<file path="src/rtl/pci_arbiter.sv">
// Central PCI bus arbiter: round-robin REQ#/GNT# arbitration with bus
// parking, grant timeout and early grant removal.
// Ports: PCI_CLK, RESET (async, active high), REQ_n[N_SLOTS] (active low),
// FRAME_n, IRDY_n (resolved bus), GNT_n[N_SLOTS] (registered, active low),
// OWNER (current/last grant index), OWNER_VALID (a GNT_n is low),
// PARKED (current grant is a park grant).
module pci_arbiter #(
  parameter int N_SLOTS     = 4,
  parameter bit PARK_EN     = 1'b1,
  parameter int PARK_SLOT   = 0,
  parameter int GNT_TIMEOUT = 16
) (
  input  logic                       PCI_CLK,
  input  logic                       RESET,
  input  logic [N_SLOTS-1:0]         REQ_n,
  input  logic                       FRAME_n,
  input  logic                       IRDY_n,
  output logic [N_SLOTS-1:0]         GNT_n,
  output logic [$clog2(N_SLOTS)-1:0] OWNER,
  output logic                       OWNER_VALID,
  output logic                       PARKED
);

  localparam int OW = $clog2(N_SLOTS);
  typedef logic [OW-1:0] idx_t;

  typedef enum logic [1:0] {
    S_IDLE,
    S_GRANT,
    S_BUSY
  } state_t;

  state_t state_q, state_d;
  idx_t owner_q, owner_d;
  idx_t last_q, last_d;
  logic [7:0] timer_q, timer_d;
  // hold: grant still driven to the owner (cleared by early removal)
  logic hold_q, hold_d;
  logic parked_q, parked_d;
  logic valid_q, valid_d;
  logic [N_SLOTS-1:0] gnt_n_q, gnt_n_d;

  logic bus_idle;
  logic any_req;
  logic other_req;
  idx_t pick;
  idx_t cand_idx;
  int cand;
  logic [N_SLOTS-1:0] own_oh;

  assign bus_idle = FRAME_n & IRDY_n;
  assign own_oh = {{(N_SLOTS-1){1'b0}}, 1'b1} << owner_q;
  assign other_req = |(~REQ_n & ~own_oh);

  // Round-robin search starting just after the last served slot
  always_comb begin
    pick = last_q;
    any_req = 1'b0;
    cand = 0;
    cand_idx = '0;
    for (int i = 1; i <= N_SLOTS; i++) begin
      cand = (int'(last_q) + i) % N_SLOTS;
      cand_idx = idx_t'(cand);
      if (!any_req && !REQ_n[cand_idx]) begin
        any_req = 1'b1;
        pick = cand_idx;
      end
    end
  end

  always_ff @(posedge PCI_CLK or posedge RESET) begin
    if (RESET) begin
      state_q  <= S_IDLE;
      owner_q  <= '0;
      last_q   <= idx_t'(N_SLOTS - 1);
      timer_q  <= '0;
      hold_q   <= 1'b0;
      parked_q <= 1'b0;
      valid_q  <= 1'b0;
      gnt_n_q  <= '1;
    end else begin
      state_q  <= state_d;
      owner_q  <= owner_d;
      last_q   <= last_d;
      timer_q  <= timer_d;
      hold_q   <= hold_d;
      parked_q <= parked_d;
      valid_q  <= valid_d;
      gnt_n_q  <= gnt_n_d;
    end
  end

  always_comb begin
    state_d  = state_q;
    owner_d  = owner_q;
    last_d   = last_q;
    timer_d  = timer_q;
    hold_d   = hold_q;
    parked_d = parked_q;
    unique case (state_q)
      S_IDLE: begin
        hold_d   = 1'b0;
        parked_d = 1'b0;
        timer_d  = '0;
        if (any_req) begin
          state_d = S_GRANT;
          owner_d = pick;
          hold_d  = 1'b1;
        end else if (PARK_EN) begin
          state_d  = S_GRANT;
          owner_d  = idx_t'(PARK_SLOT);
          parked_d = 1'b1;
          hold_d   = 1'b1;
        end
      end
      S_GRANT: begin
        if (!FRAME_n) begin
          state_d  = S_BUSY;
          last_d   = owner_q;
          timer_d  = '0;
          parked_d = 1'b0;
        end else if (parked_q) begin
          if (any_req) begin
            state_d  = S_IDLE;
            hold_d   = 1'b0;
            parked_d = 1'b0;
          end
        end else if (REQ_n[owner_q] && bus_idle) begin
          state_d = S_IDLE;
          hold_d  = 1'b0;
        end else if (bus_idle
                     && timer_q == 8'(GNT_TIMEOUT - 1)) begin
          // master never started: it forfeits its turn
          state_d = S_IDLE;
          last_d  = owner_q;
          hold_d  = 1'b0;
        end else if (bus_idle) begin
          timer_d = timer_q + 8'd1;
        end
      end
      S_BUSY: begin
        if (bus_idle) begin
          if (hold_q && !REQ_n[owner_q]) begin
            state_d = S_GRANT;
            timer_d = '0;
          end else begin
            state_d = S_IDLE;
            hold_d  = 1'b0;
          end
        end else if (other_req) begin
          hold_d = 1'b0;
        end
      end
      default: begin
        state_d = S_IDLE;
        hold_d  = 1'b0;
      end
    endcase
  end

  // Outputs are computed from next state and registered with it
  always_comb begin
    gnt_n_d = '1;
    valid_d = (state_d != S_IDLE) && hold_d;
    if (valid_d) gnt_n_d[owner_d] = 1'b0;
  end

  assign GNT_n       = gnt_n_q;
  assign OWNER       = owner_q;
  assign OWNER_VALID = valid_q;
  assign PARKED      = parked_q;

endmodule

</file>
<file path="config.mk">
export PLATFORM = sky130hd
export DESIGN_NAME = pci_arbiter
export DESIGN_NICKNAME = d
export VERILOG_FILES = /design/src/rtl/pci_arbiter.sv
export SDC_FILE = /design/constraint.sdc
export NUM_CORES = 1
export LEC_CHECK = 0
export CAP_MARGIN = 10
export CORE_ASPECT_RATIO = 0.9
export CORE_MARGIN = 8
export CORE_UTILIZATION = 35
export DETAILED_ROUTE_END_ITERATION = 10
export GPL_ROUTABILITY_DRIVEN = 0
export MAX_ROUTING_LAYER = met4
export SETUP_SLACK_MARGIN = 0.05
export SYNTH_ARGS = -nofsm -noshare
export SYNTH_HDL_FRONTEND = slang
export SYNTH_SLANG_ARGS = --single-unit
</file>
<file path="constraint.sdc">
create_clock -name PCI_CLK -period 6.3 [get_ports PCI_CLK]
set_clock_uncertainty 0.2 [all_clocks]
set_input_delay 0.945 -clock PCI_CLK [delete_from_list [all_inputs] [get_ports PCI_CLK]]
set_output_delay 0.945 -clock PCI_CLK [all_outputs]
set_load 0.03 [all_outputs]
</file>
### Word-level counts from Yosys, hierarchy flattened

Index checks and enable logic that the tools add are counted.
W data, S select, Z words.

| cells by class | value |
|---|---|
| order comparisons | 7 |
| equality and inequality tests | 12 |
| reductions and logical operators | 21 |
| mux-type cells | 56 |
| add/subtract/negate cells | 5 |
| shift operators | 1 |
| bitwise operators | 5 |

Operators with widths:

| kind | number |
|---|---|
| $mux W8 | 7 |
| $mux W2 | 16 |
| $pmux W8 S3 | 1 |
| $mux W1 | 22 |
| $lt A2 B3 Y1 const B | 6 |
| $ne A3 B3 Y1 const B | 4 |
| $not A4 Y4 | 3 |
| $bmux W1 S2 | 5 |
| $add A8 B1 Y8 const B | 1 |
| $eq A8 B4 Y1 const B | 1 |
| $logic_and A1 B1 Y1 | 8 |
| $ne A2 B2 Y1 const B | 4 |
| $reduce_and A7 Y1 | 1 |
| $logic_not A1 Y1 | 6 |
| $pmux W2 S3 | 1 |
| $add A2 B1 Y2 const B | 2 |
| $add A2 B2 Y2 const B | 2 |
| $and A4 B4 Y4 | 1 |
| $mux W4 | 1 |
| $reduce_and A4 Y1 | 1 |
| $reduce_bool A2 Y1 | 2 |
| $reduce_or A4 Y1 | 1 |
| $shl A1 B2 Y4 const A | 1 |
| $pmux W1 S3 | 1 |
| 9 further kinds | 9 |

| storage, ports and cells | value |
|---|---|
| input bits | 8 |
| bits in registers | 21 |
| output and inout bits | 8 |
| logic and storage cells | 115 |

### Logic depth before layout (Yosys ltp)

Gate-level depths: netlist of the first run.

| depth | value |
|---|---|
| depth in word-level cells | 20 |
| mapped depth | 7 |
| gate-level depth less buffers | 6 |

### Worst setup path before layout of the first run

OpenSTA, ideal clock, no wires.

| timing | value |
|---|---|
| path type | input-to-reg |
| from | in REQ_n[3] |
| to | reg timer_q[6] |
| buffers on the path | 1 |
| data required time | 5.974 ns |
| library setup time | 0.126 ns |
| slack | 3.742 ns |
| data arrival time | 2.232 ns |
| stages on the path | 6 |
| path through | buf_2 -> mux4_2 -> o21ai_1 -> o2111ai_2 -> o21ai_1 -> o31ai_1 |

| between the ends | value |
|---|---|
| cells in the longest elaborated chain, start to end | 6 |
| elaborated cells between the ends (all ways) | 8 |
| those cells by class | eq/ne: 2; mux: 2; reduce/logical: 4 |

Ends and longest elaborated chain:

| element | line | RTL |
|---|---|---|
| start, declared | 15 | `input logic [N_SLOTS-1:0] REQ_n,` |
| $bmux W1 S2 (*) | 128, 143 |  |
| $mux W1 (not written as such) (*) | 128, 143 |  |
| $logic_not A1 Y1 | 143 | `if (hold_q && !REQ_n[owner_q]) begin` |
| $logic_and A1 B1 Y1 | 143 |  |
| $ne A2 B2 Y1 (no line) | n/a |  |
| $reduce_and A7 Y1 (no line) (*) | n/a |  |
| end signal, assigned | 85 | `timer_q <= timer_d;` |
| end, declared | 36 | `logic [7:0] timer_q, timer_d;` |

Every way passes the cells marked *; elsewhere a longest branch is shown, timed or not. The select of a mux whose other input is x is not followed.
A chain may end at the register's enable or synchronous reset.

### Worst setup path in the final report of the first run

| timing | value |
|---|---|
| from | in FRAME_n |
| to | reg timer_q[7] |

| between the ends | value |
|---|---|
| cells in the longest elaborated chain, start to end | 4 |
| elaborated cells between the ends (all ways) | 11 |
| those cells by class | eq/ne: 5; mux: 2; bitwise: 1; reduce/logical: 3 |

Ends and longest elaborated chain:

| element | line | RTL |
|---|---|---|
| start, declared | 16 | `input logic FRAME_n,` |
| $and A1 B1 Y1 | 51 | `assign bus_idle = FRAME_n & IRDY_n;` |
| $logic_and A1 B1 Y1 (on tied branches) | 132, 128 |  |
| $ne A3 B3 Y1 (no line) | n/a |  |
| $reduce_and A7 Y1 (no line) | n/a |  |

Parallel ways exist; a longest one is shown, timed or not.

==> metrics.txt, run 1 <==
status=completed; Most Used Layer, Global Route=met2; IO buf count=15; drt first-iter violations=71; Worst Hold Launch=timer_q[1]$_DFFE_PP0P_; post-synthesis xor/xnor area fraction=0%; Final nets=156; CTS tree=yes; mux share of post-synthesis cell area=8.41%; CTS resizes=0; most frequent cell after synthesis=dfrtp_1; core footprint=3600 um2; Peak supply drop=0.000195 V; CP Launch Point=FRAME_n; Antenna Diode Count=0; Clock Sinks=21; final slew viol count=0; Setup crit end kind=register; crit path time final=2900 ps; Fin. Hold Viols=0; DRT Pass-1 Iters=4; WL per Instance=14.2 um; Setup WS pre-CTS=3140 ps; Fmax achieved=0.345 GHz; sequential area share after synthesis=41.6%; mean number of vias per cell=5.50; Leak Pwr=0.591 nW; Syn Nets=141; Syn Area/Cell=9.70 um2; total grt overflow=0; #FFs+latches synth=21; remaining antenna violation count=0; post-synth top area share=29.3%; Die W=79.7 um; clk slew on worst S/H paths=80 ps; clock latency on the worst-skew pair=260 ps; Primary FF master, synth=dfrtp_1; CP arrival=2860 ps; post-synthesis adder-cell area fraction=0.978%; num ports=16; number of enable flip-flop cells after synthesis=0; Worst R2R Start=timer_q[0]$_DFFE_PP0P_; synth cell count leaders=dfrtp_1 (15), nand3_1 (11), nand2_1 (10); met1 Use GR=12.2%; # DRC=0; Yosys top cell by area=dfrtp_1; Max-slew headroom=47.4%; Hold-fix buffers, CTS=0; CP Launch Type=input port; layout cell share with drive strength beyond 1=17.1%; Post-Synth Simple-Gate Area=25.5%; Mapped Cells=132; met3 usage=4.03%; Clock Path Buffers=2; # Max-Cap Violations=0; Pwr Density=392 nW/um2; post-synthesis compound-gate area fraction=19.7%; crit path max fanout=11; largest cells by area after synthesis=dfrtp_1 (29%), dfstp_2 (12%), nand3_1 (4.3%); Setup Fix Bufs, Post-CTS=0; Crit Path Category=in2reg; FF-to-FF setup slack=4040 ps; via count=1056; cts bufs inserted=3; final setup fails=0; initial antenna violation count=0; hold crit path type=reg2reg; number of global-route vias before repair=1045; Least-Margin Pin Slew=788 ps; Starting Density=35.6%; GRT Total Usage=10.4%; worst setup margin=3400 ps; Yosys warning count=0; H-Tree Depth=1; main combinational cell family by area after synthesis=simple AND/OR/NAND/NOR gates; area delta synth->final=17.5%; library cells used by synthesis=46; Post-Route WL=2730 um; ys async rst share=100%; root buf cell=clkbuf_8; unrepaired setup endpoints after global routing=no; row cnt=21; setup_tns=0 ps; met2 Resource Use GR=16.3%; CP required=6270 ps; largest net degree at the start of global routing=22; die footprint=5850 um2; synthesized area=1280 um2; Die Y=73.4 um; post-DP HPWL=2060 um; first-pass GRT wire length=4750 um; post-route clock period utilization=46.0%
-- kinds of logic (layout without fill, tap and decap cells) --
logic type | count (synthesis) | after routing
and+or+nand+nor | 55 | 55
AOI/OAI and AO/OA | 36 | 36
DFF | 21 | 21
buffers and inverters | 10 | 24
muxes | 9 | 9
adders and majority gates | 1 | 1
-- flip-flops by register name, summed over array words and instances (netlist names) --
register,count
state_q,2
last_q,2
GNT_n,4
OWNER_VALID,1
PARKED,1
timer_q,8
hold_q,1
OWNER,2
-- worst max-delay path: stages --
cell and delay, ps:
clkdlybuf4s50_1 700, inv_1 150, or2_2 410, nor3_4 300
nand2_2 120, o31ai_1 240
-- cell type report --
type	instances	area [um2]
multi-input cells	101	699
fillers	335	2100
clock buffers	4	45.0
flip-flops and latches	21	533
well taps	46	57.6
inverters	5	18.8
repair buffers	15	150
-- final timing paths --
kind,end,cells after the start
min in group asynchronous,state_q[0]$_DFF_PP0_,2
worst max-delay path,timer_q[7]$_DFFE_PP0P_,6
worst max register to register,last_q[1]$_DFFE_PP1P_,6
worst min-delay path,timer_q[1]$_DFFE_PP0P_,2
max in group asynchronous,state_q[1]$_DFF_PP0_,2
worst min register to register,timer_q[1]$_DFFE_PP0P_,2
-- layer usage --
layer	share of wire, %	vias to the layer above	routed length, um
met2	47	37	1290
met1	44	496	1200
met4	0.66	0	18
met3	7.7	2	210
met5	0	-	0
li1	-	521	-
-- where the power goes --
| group | switching, mW | leakage, nW | internal [mW] |
|---|---|---|---|
| clock network | 0.0408 | 0.0228 | 0.0450 |
| registers | 0.0499 | 0.257 | 0.182 |
| logic | 0.151 | 0.312 | 0.121 |
| total | 0.242 | 0.591 | 0.348 |
-- cell usage in the layout (no fill, tap or decap), types with 4 or more instances in the layout --
cell type | netlist | routed
nand2b_1 | 4 | 4
o31ai_1 | 4 | 4
inv_1 | 5 | 5
nand3b_1 | 6 | 6
nand2_1 | 10 | 10
o21ai_0 | 7 | 7
nand3_1 | 11 | 11
mux2i_1 | 4 | 4
dfstp_2 | 6 | 6
nor2_1 | 9 | 9
mux2_2 | 4 | 4
o21ai_1 | 7 | 7
dfrtp_1 | 15 | 15
clkdlybuf4s50_1 | 0 | 15
-- per-stage QoR --
| stage | power (mW) | instance area (um2) | std cells | hold WS, ps | util [%] |
|---|---|---|---|---|---|
| CTS | 0.595 | 1500 | 192 | 324 | 41.8 |
| global route | 0.634 | 1500 | 192 | 360 | 41.8 |
| finish | 0.590 | 1500 | 192 | 325 | 41.8 |
| global placement | 0.503 | 1460 | 188 | 296 | 40.5 |
| floorplan | 0.432 | 1280 | 132 | 268 | - |
| detailed placement | 0.506 | 1460 | 188 | 306 | 40.5 |
No activity file was read; power rests on OpenSTA's default activity.
==> run 2, diff against run 1 <==
Clock period 6.3 ns to 2.75 ns, I/O delays scaled along.
==> metrics.txt, run 2 (synthesis gave the netlist of run 1 again) <==
final slew viol count=0 (unchanged); Switching Share=41.1% (about the same); initial antenna violation count=0 (unchanged); mean number of vias per cell=5.63 (+2.4%); Clock Path Buffers=2 (unchanged); Hold-fix buffers, CTS=0 (unchanged); setup_tns=0 ps (unchanged); Layout fillers=348 (+3.9%); worst setup margin=369 ps (-3030 ps); Top reg by flops=timer_q; number of flip-flops in the largest register=8 (unchanged); clock latency on the worst-skew pair=250 ps (about the same); most frequent cells in the layout=dfrtp_1 (15), clkdlybuf4s50_1 (15), nand3_1 (11); clk slew on worst S/H paths=70 ps (about the same); Max-slew headroom=48.1% (+0.70 points); Worst Hold Launch=timer_q[2]$_DFFE_PP0P_; number of global-route vias before repair=1054 (+0.86%); largest net degree at the start of global routing=22 (unchanged); status=completed; Leak Pwr=0.595 nW (+0.70%); post-DP HPWL=2180 um (+6.0%); Pwr Density=894 nW/um2 (+130%); root buf cell=clkbuf_8; clock power share=14.1% (-0.4 points); area delta synth->final=18.1%; cts bufs inserted=3 (unchanged); crit path max fanout=9 (-2); Fmax achieved=0.420 GHz; Setup WS pre-CTS=124 ps (-3020 ps); total grt overflow=0 (unchanged); Crit Path Category=in2reg; die footprint=5850 um2 (unchanged); Setup crit end kind=register; via count=1087 (+2.9%); post-route clock period utilization=86.6%; Die Y=73.4 um (unchanged); final setup fails=0 (unchanged); Setup Fix Bufs, Post-CTS=0 (unchanged); # Max-Cap Violations=0 (unchanged); CP Launch Point=REQ_n[3]; Multi-input gate area=699 um2 (unchanged); Final nets=157 (+0.64%); layout cell share with drive strength beyond 1=17.7% (+0.56 points); Worst R2R Start=OWNER[1]$_DFF_PP0_; Peak supply drop=0.000588 V (+200%); WL per Instance=15.1 um (+6.4%); Least-Margin Pin Slew=778 ps (-10.5 ps); sequential share of power=39.4% (about the same); first-pass GRT wire length=5090 um (+7.0%); FF+latch area=533 um2 (unchanged); Clock Sinks=21 (unchanged); CP Launch Type=input port; CP arrival=2310 ps (-550 ps); P_sw=555 uW (+130%); P_int=797 uW (+130%); Starting Density=35.6% (unchanged); row cnt=21 (unchanged); CTS tree=yes; Post-Route WL=2920 um (+7.0%); Fin. Hold Viols=0 (unchanged); drt first-iter violations=144 (+100%); # DRC=0 (unchanged); core footprint=3600 um2 (unchanged); remaining antenna violation count=0 (unchanged); Antenna Diode Count=0 (unchanged); combinational share of power=46.5% (+0.3 points); crit path time final=2380 ps; CP required=2680 ps (-3590 ps); DRT Pass-1 Iters=4 (unchanged); num ports=16 (unchanged); H-Tree Depth=1 (unchanged); hold crit path type=reg2reg; Die W=79.7 um (unchanged); IO buf count=15 (unchanged); unrepaired setup endpoints after global routing=no; GRT Total Usage=11.1% (+0.76 points); CTS resizes=0 (unchanged)
run 2: cell count changes in the layout (fill, tap and decap cells not counted):
cell	previous run	this run
buf_4	0	1
run 2: path summary, 6_finish.rpt:
| kind | to | slack [ps] | cells past startpoint |
|---|---|---|---|
| worst max-delay path | timer_q[7]$_DFFE_PP0P_ | 370 | 6 |
| worst min-delay path | timer_q[2]$_DFFE_PP0P_ | 330 | 2 |
| worst max register to register | timer_q[7]$_DFFE_PP0P_ | 510 | 5 |
| worst min register to register | timer_q[2]$_DFFE_PP0P_ | 330 | 2 |
| max in group asynchronous | OWNER[1]$_DFF_PP0_ | 1460 | 2 |
| min in group asynchronous | timer_q[4]$_DFFE_PP0P_ | 400 | 2 |
run 2: cell type report:
cell class / instances / area share, %
Clock buffer: 4 / 2.98
Inverter: 5 / 1.24
Multi-Input combinational cell: 101 / 46.3
Sequential cell: 21 / 35.3
Tap cell: 46 / 3.81
Timing Repair Buffer: 16 / 10.4
run 2: per-layer routing:
layer  track usage [%]  wire, um
met2              17.2      1370
met1              14.1      1340
met5                 -         0
met3              3.55       187
met4              1.81        18
run 2: per-stage QoR:
step / std cells / total power [mW] / hold WS [ps] / util, % / area (um2)
floorplan: 132 / 0.989 / 185 / - / 1280
global placement: 189 / 1.15 / 293 / 40.7 / 1470
detailed placement: 189 / 1.17 / 305 / 40.7 / 1470
CTS: 193 / 1.37 / 334 / 42.0 / 1510
global route: 193 / 1.46 / 358 / 42.0 / 1510
finish: 193 / 1.35 / 328 / 42.0 / 1510
run 2: critical path: stages:
cell and delay (ps):
clkdlybuf4s50_1 550, mux4_2 610, o21ai_1 200, o2111ai_2 250
o21ai_1 200, o31ai_1 90
run 2: power groups by stage:
stage	Sequential (mW)	Clock (mW)	Combinational, mW
2_1_floorplan	0.567	0	0.422
5_1_grt	0.547	0.221	0.693
3_3_place_gp	0.531	0	0.621
3_5_place_dp	0.537	0	0.630
4_1_cts	0.532	0.208	0.634
6_report	0.532	0.191	0.628
==> patch (flow settings as in run 2) <==
The parameter `PARK_EN` goes from 1'b1 to 1'b0.
--- a/src/rtl/pci_arbiter.sv
+++ b/src/rtl/pci_arbiter.sv
@@ -6,7 +6,7 @@
 // PARKED (current grant is a park grant).
 module pci_arbiter #(
   parameter int N_SLOTS     = 4,
-  parameter bit PARK_EN     = 1'b1,
+  parameter bit PARK_EN     = 1'b0,
   parameter int PARK_SLOT   = 0,
   parameter int GNT_TIMEOUT = 16
 ) (
Function: changed (Yosys sat finds a counterexample within 4 cycles, from zero or initial values and one cycle with RESET high).
==> patch against run 2 <==
- worst hold slack better by 0.0040 ns
- via count is 1.3% higher
- wire length rose by 0.17%
- die area is 0.77% higher
- sequential cell count is the same
- combinational power is 8.8% higher
- area after synthesis is 0.98% higher
- sequential power rose by 0.9%
- worst setup slack improved by 0.034 ns
- cell count increased by 3.1%
- clock power up 6%
- global-route usage is 0.099 points higher
- design area up 2.6%
- total power grew 5.2%
- critical path type unchanged
- highest routed layer unchanged
==> patch: results (changes against run 2) <==
** GRT
- Met1 routing resource usage after global routing :: 0.133 (-0.00810)
- First-pass GRT wire length :: 5.10 mm (+0.28%)
- The global-route track usage on met2 was 0.178 (+0.00669).
- Met3 layer usage reported by global route :: 0.0367 (+0.00122)

** Place
- The number of placed cells counting well taps was 195 (+3.2%).
- Placed cell area :: 0.00151 mm² (+2.7%)

** Final layout
- # fillers :: 357 (+2.6%)
- The buffer share of cell area is 0.126 (+0.0215).
- The post-layout net count is 163 (+3.8%).
- Final clock-cell share :: 0.0290 (-0.000769)
- The number of multi-input combinational cells was 100 (-0.99%).
- The share of the final layout cell area in multi-input gates is 0.448 (-0.0152).
- The area growth from synthesis to layout is 20.0%.

** Setup path
- Crit-path max FO :: 6 (-3)
- The register-to-register setup slack came to 0.41 ns (-0.10 ns).
- In this run the critical register-to-register path is captured at timer_q[0].
- The worst register-to-register path begins at OWNER[0].

** Min path
- In this run the most critical hold path is launched from timer_q[4].

** Detailed routing
- The overall via count from detail_route is 1101 (+1.3%).
- Via density :: 5.53 (-1.8%)
- The first-iteration detailed-routing DRC count was 49 (-66%).

** Yosys
- The area share of fa/ha/maj cells after synthesis is 0.00968 (-0.0000946).
- Fraction of the yosys area taken by sequential cells :: 0.412 (-0.00403)
- The share of cell area taken by muxes after synthesis came to 0.0658 (-0.0182).
- Count of unique library cells instantiated by Yosys :: 40 (-13%)
- Synthesized instance count :: 134 (+1.5%)
- Commonest cells post-synth :: 15 x sky130_fd_sc_hd__dfrtp_1, 12 x sky130_fd_sc_hd__nor2_1, 10 x sky130_fd_sc_hd__nand2_1, 7 x sky130_fd_sc_hd__inv_1, 7 x sky130_fd_sc_hd__nand3_1
- Area fraction in compound gates after synthesis :: 0.181 (-0.0164)

** Outcome
- The flow ran to the end, and the final reports show no timing, DRC or antenna violations.

** Power
- Switching power of the nets :: 0.000597 W (+7.6%)
- Proportion of power drawn by combinational gates :: 0.480 (+0.015)
- The power drawn by the clock network came to 0.000202 W (+6%).

** Timing
- Max-slew headroom :: 0.483 (+0.00195)

** Floorplanning
- Standard cell core area :: 0.00363 mm² (+0.73%)
==> patch: worst max-delay path by stage <==
stage,startpoint,end,slack (ns)
floorplan,OWNER[0],timer_q[0],0.35
global placement,REQ_n[3],timer_q[0],0.16
detailed placement,REQ_n[3],timer_q[0],0.11
CTS,REQ_n[3],timer_q[0],0.40
global route,OWNER[0],timer_q[0],0.29
finish,REQ_n[3],timer_q[0],0.40
==> patch: worst max-delay path, cell delays in order <==
cell	delay [ns]
sky130_fd_sc_hd__clkdlybuf4s50_1	0.42
sky130_fd_sc_hd__mux4_2	0.59
sky130_fd_sc_hd__o21ai_4	0.26
sky130_fd_sc_hd__nand2_2	0.07
sky130_fd_sc_hd__or2_4	0.26
sky130_fd_sc_hd__mux2_4	0.29
